`config.mk`:
```
export PLATFORM = sky130hd
export DESIGN_NAME = ask_slicer
export DESIGN_NICKNAME = d
export VERILOG_FILES = /design/src/rtl/ask_slicer.sv
export SDC_FILE = /design/constraint.sdc
export NUM_CORES = 1
export LEC_CHECK = 0
export ABC_AREA = 1
export BUFFER_PORTS_ARGS = -buffer_cell sky130_fd_sc_hd__buf_2
export CAP_MARGIN = 15
export CELL_PAD_IN_SITES_DETAIL_PLACEMENT = 1
export CELL_PAD_IN_SITES_GLOBAL_PLACEMENT = 1
export CORE_MARGIN = 1
export CORE_UTILIZATION = 49
export CTS_CLUSTER_DIAMETER = 120
export DETAILED_ROUTE_END_ITERATION = 12
export PLACE_DENSITY_LB_ADDON = 0.12
export SETUP_SLACK_MARGIN = 0.2
export SLEW_MARGIN = 20
export SYNTH_ARGS = -nofsm -noshare
export SYNTH_HDL_FRONTEND = slang
export SYNTH_SLANG_ARGS = --single-unit
export TNS_END_PERCENT = 10
```
`constraint.sdc`:
```
create_clock -name clk -period 5.2 [get_ports clk]
set_clock_uncertainty 0.15 [all_clocks]
set_input_delay 0.52 -clock clk [delete_from_list [all_inputs] [get_ports clk]]
set_output_delay 0.52 -clock clk [all_outputs]
set_load 0.02 [all_outputs]
```
`src/rtl/ask_slicer.sv`:
```
// ask_slicer: 4-level ASK symbol slicer with a self-adjusting inner/outer
// decision threshold. The threshold is the mean |y| over a window of
// 2^LOG2_WIN captured symbols.
// Optional MER measurement path: define ASK_SLICER_MER_EN to compile it in.
module ask_slicer #(
   parameter int                 LOG2_WIN = 10,
   parameter logic signed [17:0] REF_INIT = 18'sd32768
) (
   input  logic               clk,
   input  logic               reset,
   input  logic               sym_clk_en,
   input  logic signed [17:0] y,
   output logic [1:0]         sym_out,
   output logic               sym_valid,
   output logic signed [17:0] ref_level,
   output logic               locked
`ifdef ASK_SLICER_MER_EN
   ,
   output logic [37:0]        mse,
   output logic [37:0]        sig_pwr,
   output logic               mer_valid
`endif
);

   localparam int ACC_W = 18 + LOG2_WIN;
   localparam logic [LOG2_WIN-1:0] CNT_MAX = '1;

   typedef enum logic {
      ACQ   = 1'b0,
      TRACK = 1'b1
   } state_t;

   state_t                state_q, state_d;
   logic signed [17:0]    y_q, y_d;
   logic signed [17:0]    ref_snap_q, ref_snap_d;
   logic signed [17:0]    ref_q, ref_d;
   logic [ACC_W-1:0]      acc_q, acc_d;
   logic [LOG2_WIN-1:0]   cnt_q, cnt_d;
   logic                  dec_pend_q, dec_pend_d;
   logic                  trk_pend_q, trk_pend_d;
   logic [1:0]            sym_out_q, sym_out_d;
   logic                  sym_valid_q, sym_valid_d;

   logic [17:0]           mag;
   logic [ACC_W-1:0]      acc_sum;
   logic                  wrap;
   logic signed [18:0]    y_ext;
   logic signed [18:0]    r_ext;
   logic [1:0]            dec;

   // Saturated magnitude of the incoming sample and the window-wrap condition.
   always_comb begin
      mag = y[17] ? 18'(-y) : 18'(y);
      if (y[17] && (y[16:0] == '0)) begin
         mag = 18'd131071;
      end
      acc_sum = acc_q + {{LOG2_WIN{1'b0}}, mag};
      wrap    = sym_clk_en && (cnt_q == CNT_MAX);
   end

   // Capture path: sample register, threshold snapshot, accumulator, counter.
   always_comb begin
      y_d        = y_q;
      ref_snap_d = ref_snap_q;
      ref_d      = ref_q;
      acc_d      = acc_q;
      cnt_d      = cnt_q;
      dec_pend_d = sym_clk_en;
      trk_pend_d = sym_clk_en && (state_q == TRACK);
      if (sym_clk_en) begin
         y_d        = y;
         ref_snap_d = ref_q;
         cnt_d      = cnt_q + LOG2_WIN'(1);
         if (wrap) begin
            acc_d = '0;
            ref_d = $signed(acc_sum[LOG2_WIN +: 18]);
         end else begin
            acc_d = acc_sum;
         end
      end
   end

   // Acquisition state machine: leave ACQ on the first window wrap, then stay.
   always_comb begin
      state_d = state_q;
      case (state_q)
         ACQ:     if (wrap) state_d = TRACK;
         TRACK:   state_d = TRACK;
         default: state_d = ACQ;
      endcase
   end

   // Slicer: compare the captured sample with the threshold valid at capture.
   always_comb begin
      y_ext = {y_q[17], y_q};
      r_ext = {ref_snap_q[17], ref_snap_q};
      if (y_ext >= r_ext) begin
         dec = 2'b11;
      end else if (!y_q[17]) begin
         dec = 2'b10;
      end else if (y_ext >= -r_ext) begin
         dec = 2'b01;
      end else begin
         dec = 2'b00;
      end
      sym_out_d   = dec_pend_q ? dec : sym_out_q;
      sym_valid_d = trk_pend_q;
   end

   // Main register bank with asynchronous active-low clear.
   always_ff @(posedge clk or negedge reset) begin
      if (!reset) begin
         state_q     <= ACQ;
         y_q         <= '0;
         ref_snap_q  <= REF_INIT;
         ref_q       <= REF_INIT;
         acc_q       <= '0;
         cnt_q       <= '0;
         dec_pend_q  <= 1'b0;
         trk_pend_q  <= 1'b0;
         sym_out_q   <= 2'b00;
         sym_valid_q <= 1'b0;
      end else begin
         state_q     <= state_d;
         y_q         <= y_d;
         ref_snap_q  <= ref_snap_d;
         ref_q       <= ref_d;
         acc_q       <= acc_d;
         cnt_q       <= cnt_d;
         dec_pend_q  <= dec_pend_d;
         trk_pend_q  <= trk_pend_d;
         sym_out_q   <= sym_out_d;
         sym_valid_q <= sym_valid_d;
      end
   end

   assign sym_out   = sym_out_q;
   assign sym_valid = sym_valid_q;
   assign ref_level = ref_q;
   assign locked    = (state_q == TRACK);

`ifdef ASK_SLICER_MER_EN
   localparam int SQ_W = 42 + LOG2_WIN;

   logic                  wrap_pend_q, wrap_pend_d;
   logic [SQ_W-1:0]       se_sum_q, se_sum_d;
   logic [SQ_W-1:0]       sp_sum_q, sp_sum_d;
   logic [37:0]           mse_q, mse_d;
   logic [37:0]           sig_pwr_q, sig_pwr_d;
   logic                  mer_valid_q, mer_valid_d;

   logic signed [19:0]    ref20;
   logic signed [19:0]    ref20_x3;
   logic signed [19:0]    lvl_in;
   logic signed [19:0]    lvl_out;
   logic signed [19:0]    lvl;
   logic signed [20:0]    err;
   logic signed [41:0]    err_sq;
   logic signed [39:0]    lvl_sq;
   logic [SQ_W-1:0]       se_tot;
   logic [SQ_W-1:0]       sp_tot;

   // Reconstruct the ideal level of the decided symbol and its squared error.
   always_comb begin
      ref20    = {{2{ref_snap_q[17]}}, ref_snap_q};
      ref20_x3 = ref20 + (ref20 <<< 1);
      lvl_in   = ref20 >>> 1;
      lvl_out  = ref20_x3 >>> 1;
      case (dec)
         2'b11:   lvl = lvl_out;
         2'b10:   lvl = lvl_in;
         2'b01:   lvl = -lvl_in;
         default: lvl = -lvl_out;
      endcase
      err    = {{3{y_q[17]}}, y_q} - {lvl[19], lvl};
      err_sq = err * err;
      lvl_sq = lvl * lvl;
      se_tot = se_sum_q + {{(SQ_W-42){1'b0}}, err_sq};
      sp_tot = sp_sum_q + {{(SQ_W-40){1'b0}}, lvl_sq};
   end

   // Window sums of error and level power; latch their means at each wrap.
   always_comb begin
      wrap_pend_d = wrap;
      se_sum_d    = se_sum_q;
      sp_sum_d    = sp_sum_q;
      mse_d       = mse_q;
      sig_pwr_d   = sig_pwr_q;
      mer_valid_d = 1'b0;
      if (trk_pend_q) begin
         if (wrap_pend_q) begin
            mse_d       = se_tot[LOG2_WIN +: 38];
            sig_pwr_d   = sp_tot[LOG2_WIN +: 38];
            mer_valid_d = 1'b1;
            se_sum_d    = '0;
            sp_sum_d    = '0;
         end else begin
            se_sum_d = se_tot;
            sp_sum_d = sp_tot;
         end
      end
   end

   // MER register bank with asynchronous active-low clear.
   always_ff @(posedge clk or negedge reset) begin
      if (!reset) begin
         wrap_pend_q <= 1'b0;
         se_sum_q    <= '0;
         sp_sum_q    <= '0;
         mse_q       <= '0;
         sig_pwr_q   <= '0;
         mer_valid_q <= 1'b0;
      end else begin
         wrap_pend_q <= wrap_pend_d;
         se_sum_q    <= se_sum_d;
         sp_sum_q    <= sp_sum_d;
         mse_q       <= mse_d;
         sig_pwr_q   <= sig_pwr_d;
         mer_valid_q <= mer_valid_d;
      end
   end

   assign mse       = mse_q;
   assign sig_pwr   = sig_pwr_q;
   assign mer_valid = mer_valid_q;
`endif

endmodule

```
; ---- After elaboration in Yosys (flattened, before gate mapping)
; Index checks and enable logic that the tools add are counted.
[word_totals]
output_inout_bits = 22
ff_bits = 98
[op_classes]
n_eq_ne = 1
muxes = 8
n_reduce_logical = 5
n_bitwise = 1
n_lt_le_gt_ge = 2
n_addsub = 4
[ops]
columns = op, count
row1 = two-way mux 18 bit, 2
row2 = adder 28 x 18 -> 28 bit, 1
row3 = two-way mux 28 bit, 1
row4 = >= comparator 18 x 19 -> 1 bit, 1
row5 = negation 18 -> 19 bit, 1
row6 = >= comparator 18 bit, 1
row7 = negation 18 bit, 1
row8 = zero test 17 bit, 1
row9 = adder 10 x 1 -> 10 bit (second input constant), 1
row10 = == test 10 bit (second input constant), 1
row11 = two-way mux 2 bit, 2
row12 = logical AND 1 bit, 3
row13 = two-way mux 1 bit, 2
row14 = case mux 1 bit (2 select lines), 1
row15 = AND reduction 2 bit, 1
row16 = inverter 1 bit, 1

; ---- Longest topological paths before layout
[logic_depth]
word_depth = 5
ltp_mapped = 25
ltp_nobuf = 24

; ---- Worst setup path before layout
; Ideal clock, no wire load.
[synth_timing]
kind = in2reg
from = in y[1]
to = reg acc_q[26]
path_buffers = 1
setup_slack_ns = 1.534
arrival_ns = 3.399
path_stages = 25
setup_ns = 0.118
t_required_ns = 4.932
path_cell_list = inv_1 > ha_1 > nand3_1 > nor3_1 > nand3_1 > nor2_1 > nand2_1 > nor4_1 > ha_1 > nand2_1 > clkbuf_1 > nand2_1 > ha_1 > fa_1 > nand2_1 > nand3_1 > nand3_1 > nand2_1 > nand2_1 > nand2_1 > nand2_1 > nand2_1 > nand3_1 > nand3_1 > nand2_1
[synth_via]
elab_chain_cells = 5
elab_cells_between_ends = 7
classes_between = add/sub: 2 / mux: 3 / reduce/logical: 2
[synth_lines]
columns = item, line_no
row1 = "start, declared", 12  ; input logic signed [17:0] y,
row2 = negation 18 bit / zero test 17 bit (equally long branches), "53, 54"
row3 = two-way mux 18 bit / logical AND 1 bit (equally long branches), "53, 54"
row4 = two-way mux 18 bit *, 54  ; if (y[17] && (y[16:0] == '0)) begin
row5 = adder 28 x 18 -> 28 bit *, 57  ; acc_sum = acc_q + {{LOG2_WIN{1'b0}}, mag};
row6 = two-way mux 28 bit *, 74  ; if (wrap) begin
row7 = "end signal, assigned", 117  ; acc_q <= '0;
row8 = "end signal, assigned", 128  ; acc_q <= acc_d;
row9 = "end, declared", 37  ; logic [ACC_W-1:0] acc_q, acc_d;
; Mark *: on every way between the ends. The rest lies on a longest branch, timed or not.
; A chain may end at the register's enable or synchronous reset.

; ---- Final worst setup path
[layout_timing]
from = in y[1]
to = reg acc_q[12]
; The elaborated chain is that of the path after synthesis.

==> results.json <==
{
  "finalCritPeriodShare_pct": 82.8,
  "hold_ws_ps": 43.4,
  "setup_tns_ps": 0,
  "finalHoldViolations": 0,
  "clock-root-buffer": "clkbuf_16",
  "fmax_mhz": 232,
  "antenna_found_initial": 0,
  "critPathMaxStageDelay_ps": 380,
  "critPathSlowestCell": "nand2_1",
  "floorplan.initialDensity_pct": 50.3,
  "cts_resized": 0,
  "period_needed_ps": 4310,
  "critical_path.top_delay_family": "simple AND/OR/NAND/NOR gates",
  "yosys.area_share.simple_pct": 33.1,
  "crit_required_ps": 5350,
  "synth_xor_xnor_area_share_pct": 5.14,
  "grt_pass1_wl_mm": 34.6,
  "powerDensity_nw_per_um2": 370,
  "postCtsHoldBufs": 0,
  "vias": 6488,
  "cts.sinks": 98,
  "die_w_um": 121,
  "port_buffers": 42,
  "placed_cells": 1200,
  "finalSetupViolations": 0,
  "synth_compound_area_share_pct": 7.52,
  "rsz0062_at_grt": "no",
  "tightest_slew_ps": 753,
  "cts_tree": "built",
  "r2r-start": "ref_snap_q[1]$_DFFE_PN0P_",
  "grt_pass1_vias": 6758,
  "syn_area_um2": 6990,
  "dr.max_layer_used": "met4",
  "drive_above_1_share_pct": 7.43,
  "synthCells": 991,
  "start_kind": "primary input",
  "worst-path-buf-inv": 2,
  "worst-setup-path-type": "primary input to flop",
  "wl_met3_um": 303,
  "overflow": 0,
  "numCtsBuffers": 9,
  "cts_setup_buffers": 0,
  "antenna_cells": 0,
  "first_iter_violations": 437,
  "clock_latency_ps": 360,
  "r2r-end": "sym_out[0]$_DFFE_PN0P_",
  "drt-total-wl_mm": 21.1,
  "instances_no_fill": 1216,
  "cp_common_cell": "nand2_1",
  "worstPathCellList": "buf_2, inv_1, ha_1, nand3_1, nor3_1, nand3_1, nor2_1, nand2_1, nor4_1, ha_1, nand2_1, nand2_1, ha_1, fa_1, nand2_1, nand3_1, and2_1, nand2_1, nand2_1, a21oi_1, xnor2_1, nand2_1, nand2_1",
  "area_delta_synth_final_pct": 9.69,
  "synth.yosys.seq_area_share_pct": 35.1,
  "layout.nets": 1114,
  "final_util_pct": 55.2,
  "ant_nets": 0,
  "synth_top_family_by_area": "simple AND/OR/NAND/NOR gates",
  "power.leakage_nw": 4.19,
  "crit_arrival_ps": 4450,
  "yosysWarnings": 0,
  "swShare_pct": 42.4,
  "synth.mux.area_fraction_pct": 0,
  "ioPinCount": 43,
  "post-route-drc-count": 0,
  "ir_worst_vdd_uv": 213,
  "rows": 43,
  "die-area_um2": 14700,
  "r2r_cells": 21,
  "power.internal_mw": 1.63,
  "r2r_slack_ps": 1760,
  "avgRoutedWirePerCell_um": 17.3,
  "end_kind": "flop",
  "grt_start_max_net_pins": 58,
  "drtPass1Iterations": 4,
  "netSwitchingPower_mw": 1.20,
  "status": "completed",
  "p_comb_share_pct": 41.0,
  "fp.coreArea_um2": 13900,
  "wl_met1_mm": 9.92,
  "hpwl_mm": 16.8,
  "via_per_inst": 5.34,
  "drv_cap": 0,
  "p_seq_share_pct": 36.0,
  "slew_violations": 0,
  "ys_types": 32,
  "hp-class": "primary input to async pin",
  "cts.clk_slew.worst_paths_ps": 70,
  "synth_nets": 1074,
  "synthAdderAreaFrac_pct": 11.2,
  "track_usage_pct": 30.8,
  "synth_seq_cells": 98,
  "syn_area_per_cell_um2": 7.05,
  "cp_max_fo": 15,
  "htreeDepth": 3,
  "maxSlewHeadroom_pct": 49.8,
  "power.share.clock_pct": 23.0,
  "place_congestion": 0.939,
  "wl_met2_mm": 10.4,
  "die-height_um": 121,
  "clk_path_buf_depth": 2
}
registers in the layout (all words and copies together), names as in the netlist:
| register | count |
|---|---|
| locked | 1 |
| sym_valid | 1 |
| cnt_q | 10 |
| dec_pend_q | 1 |
| ref_level | 18 |
| sym_valid_d | 1 |
| ref_snap_q | 18 |
| acc_q | 28 |
| y_q | 18 |
| sym_out | 2 |
synth_stat cells (all sizes together):
cell type  count  area, um2
a21o           2       15.0
a21oi         28        140
a22o           2       17.5
and2           1       6.26
buf            4       28.8
clkbuf        14       52.6
dfrtp         96       2400
dfstp          2       52.6
fa             1       20.0
ha            61        763
inv          126        473
nand2        345       1300
nand3         78        390
nand3b         7       52.6
nand4         18        128
nor2          76        288
nor3          12       75.1
nor4           4       40.0
o211ai         2       15.0
o21ai         63        315
o21bai         3       22.5
or2            5       33.8
xnor2         10       87.6
xor2          31        272
power groups by stage:
stage	combinational, mW	sequential [mW]	clock, mW
2_1_floorplan	0.845	0.993	0
3_3_place_gp	1.11	1.02	0
3_5_place_dp	1.14	1.03	0
4_1_cts	1.16	1.02	0.664
5_1_grt	1.32	1.04	0.687
6_report	1.16	1.02	0.652
placed cells by master, fill, tap and decap left out:
cell / netlist / routed
nor4_4: 1 / 1
clkinvlp_4: 0 / 1
clkinv_2: 0 / 3
nor2_1: 75 / 75
dfrtp_1: 96 / 96
clkbuf_16: 0 / 9
inv_6: 0 / 1
xor2_1: 31 / 31
nand4_1: 17 / 17
o211ai_1: 2 / 2
dfstp_2: 2 / 2
a21oi_1: 28 / 28
ha_1: 61 / 61
buf_4: 1 / 5
fa_1: 1 / 1
buf_6: 1 / 1
clkbuf_8: 0 / 1
inv_1: 126 / 126
buf_2: 2 / 41
nor2_2: 1 / 1
o21bai_1: 3 / 3
nand4_4: 1 / 1
or2_4: 1 / 1
or2_2: 4 / 4
nand2_2: 1 / 1
clkinv_4: 0 / 1
nor3_1: 9 / 9
a21o_1: 2 / 2
nand3_1: 78 / 78
nand2_1: 344 / 344
nor3_2: 3 / 3
nor4_1: 3 / 3
xnor2_1: 10 / 10
nand3b_1: 7 / 7
a22o_1: 2 / 2
and2_1: 1 / 1
o21ai_0: 63 / 63
through the flow:
stage                     total power [mW]  setup slack [ps]  instance area, um2
after floorplan                       1.84              1530                6990
after global placement                2.14               756                7370
after detailed placement              2.17               643                7390
after CTS                             2.84               943                7660
after global routing                  3.04               313                7660
final                                 2.83               894                7660
how the worst max path moves through the flow:
| stage | to | slack (ps) | cells after the start | startpoint |
|---|---|---|---|---|
| 6_report | acc_q[12]$_DFFE_PN0P_ | 890 | 23 | y[1] |
| 5_1_grt | acc_q[12]$_DFFE_PN0P_ | 310 | 23 | y[1] |
| 3_3_place_gp | acc_q[26]$_DFFE_PN0P_ | 760 | 25 | y[0] |
| 4_1_cts | acc_q[12]$_DFFE_PN0P_ | 940 | 23 | y[1] |
| 2_1_floorplan | acc_q[26]$_DFFE_PN0P_ | 1530 | 25 | y[1] |
| 3_5_place_dp | acc_q[12]$_DFFE_PN0P_ | 640 | 23 | y[1] |
cells by family (layout without fill, tap and decap cells):
kind of cell             Yosys count  after routing
XOR/XNOR                          41             41
AO/OA/AOI/OAI                    100            100
flip-flops                        98             98
AND/OR/NAND/NOR                  546            546
adder cells (fa/ha/maj)           62             62
buffers and inverters            144            189
area by class of cell:
type	count	area, um2
fillers	1852	6220
multi-input cells	749	3980
flip-flops and latches	98	2450
inverters	126	473
repair buffers	47	254
clock buffers	10	239
well taps	180	225
clock inverters	6	40.0
layer usage:
metal,track usage [%],vias to the layer above
met5,0,-
met3,3.01,25
met4,10.3,0
li1,-,3238
met2,53.2,61
met1,39.9,3164
Power figures use the tool's default switching activity.
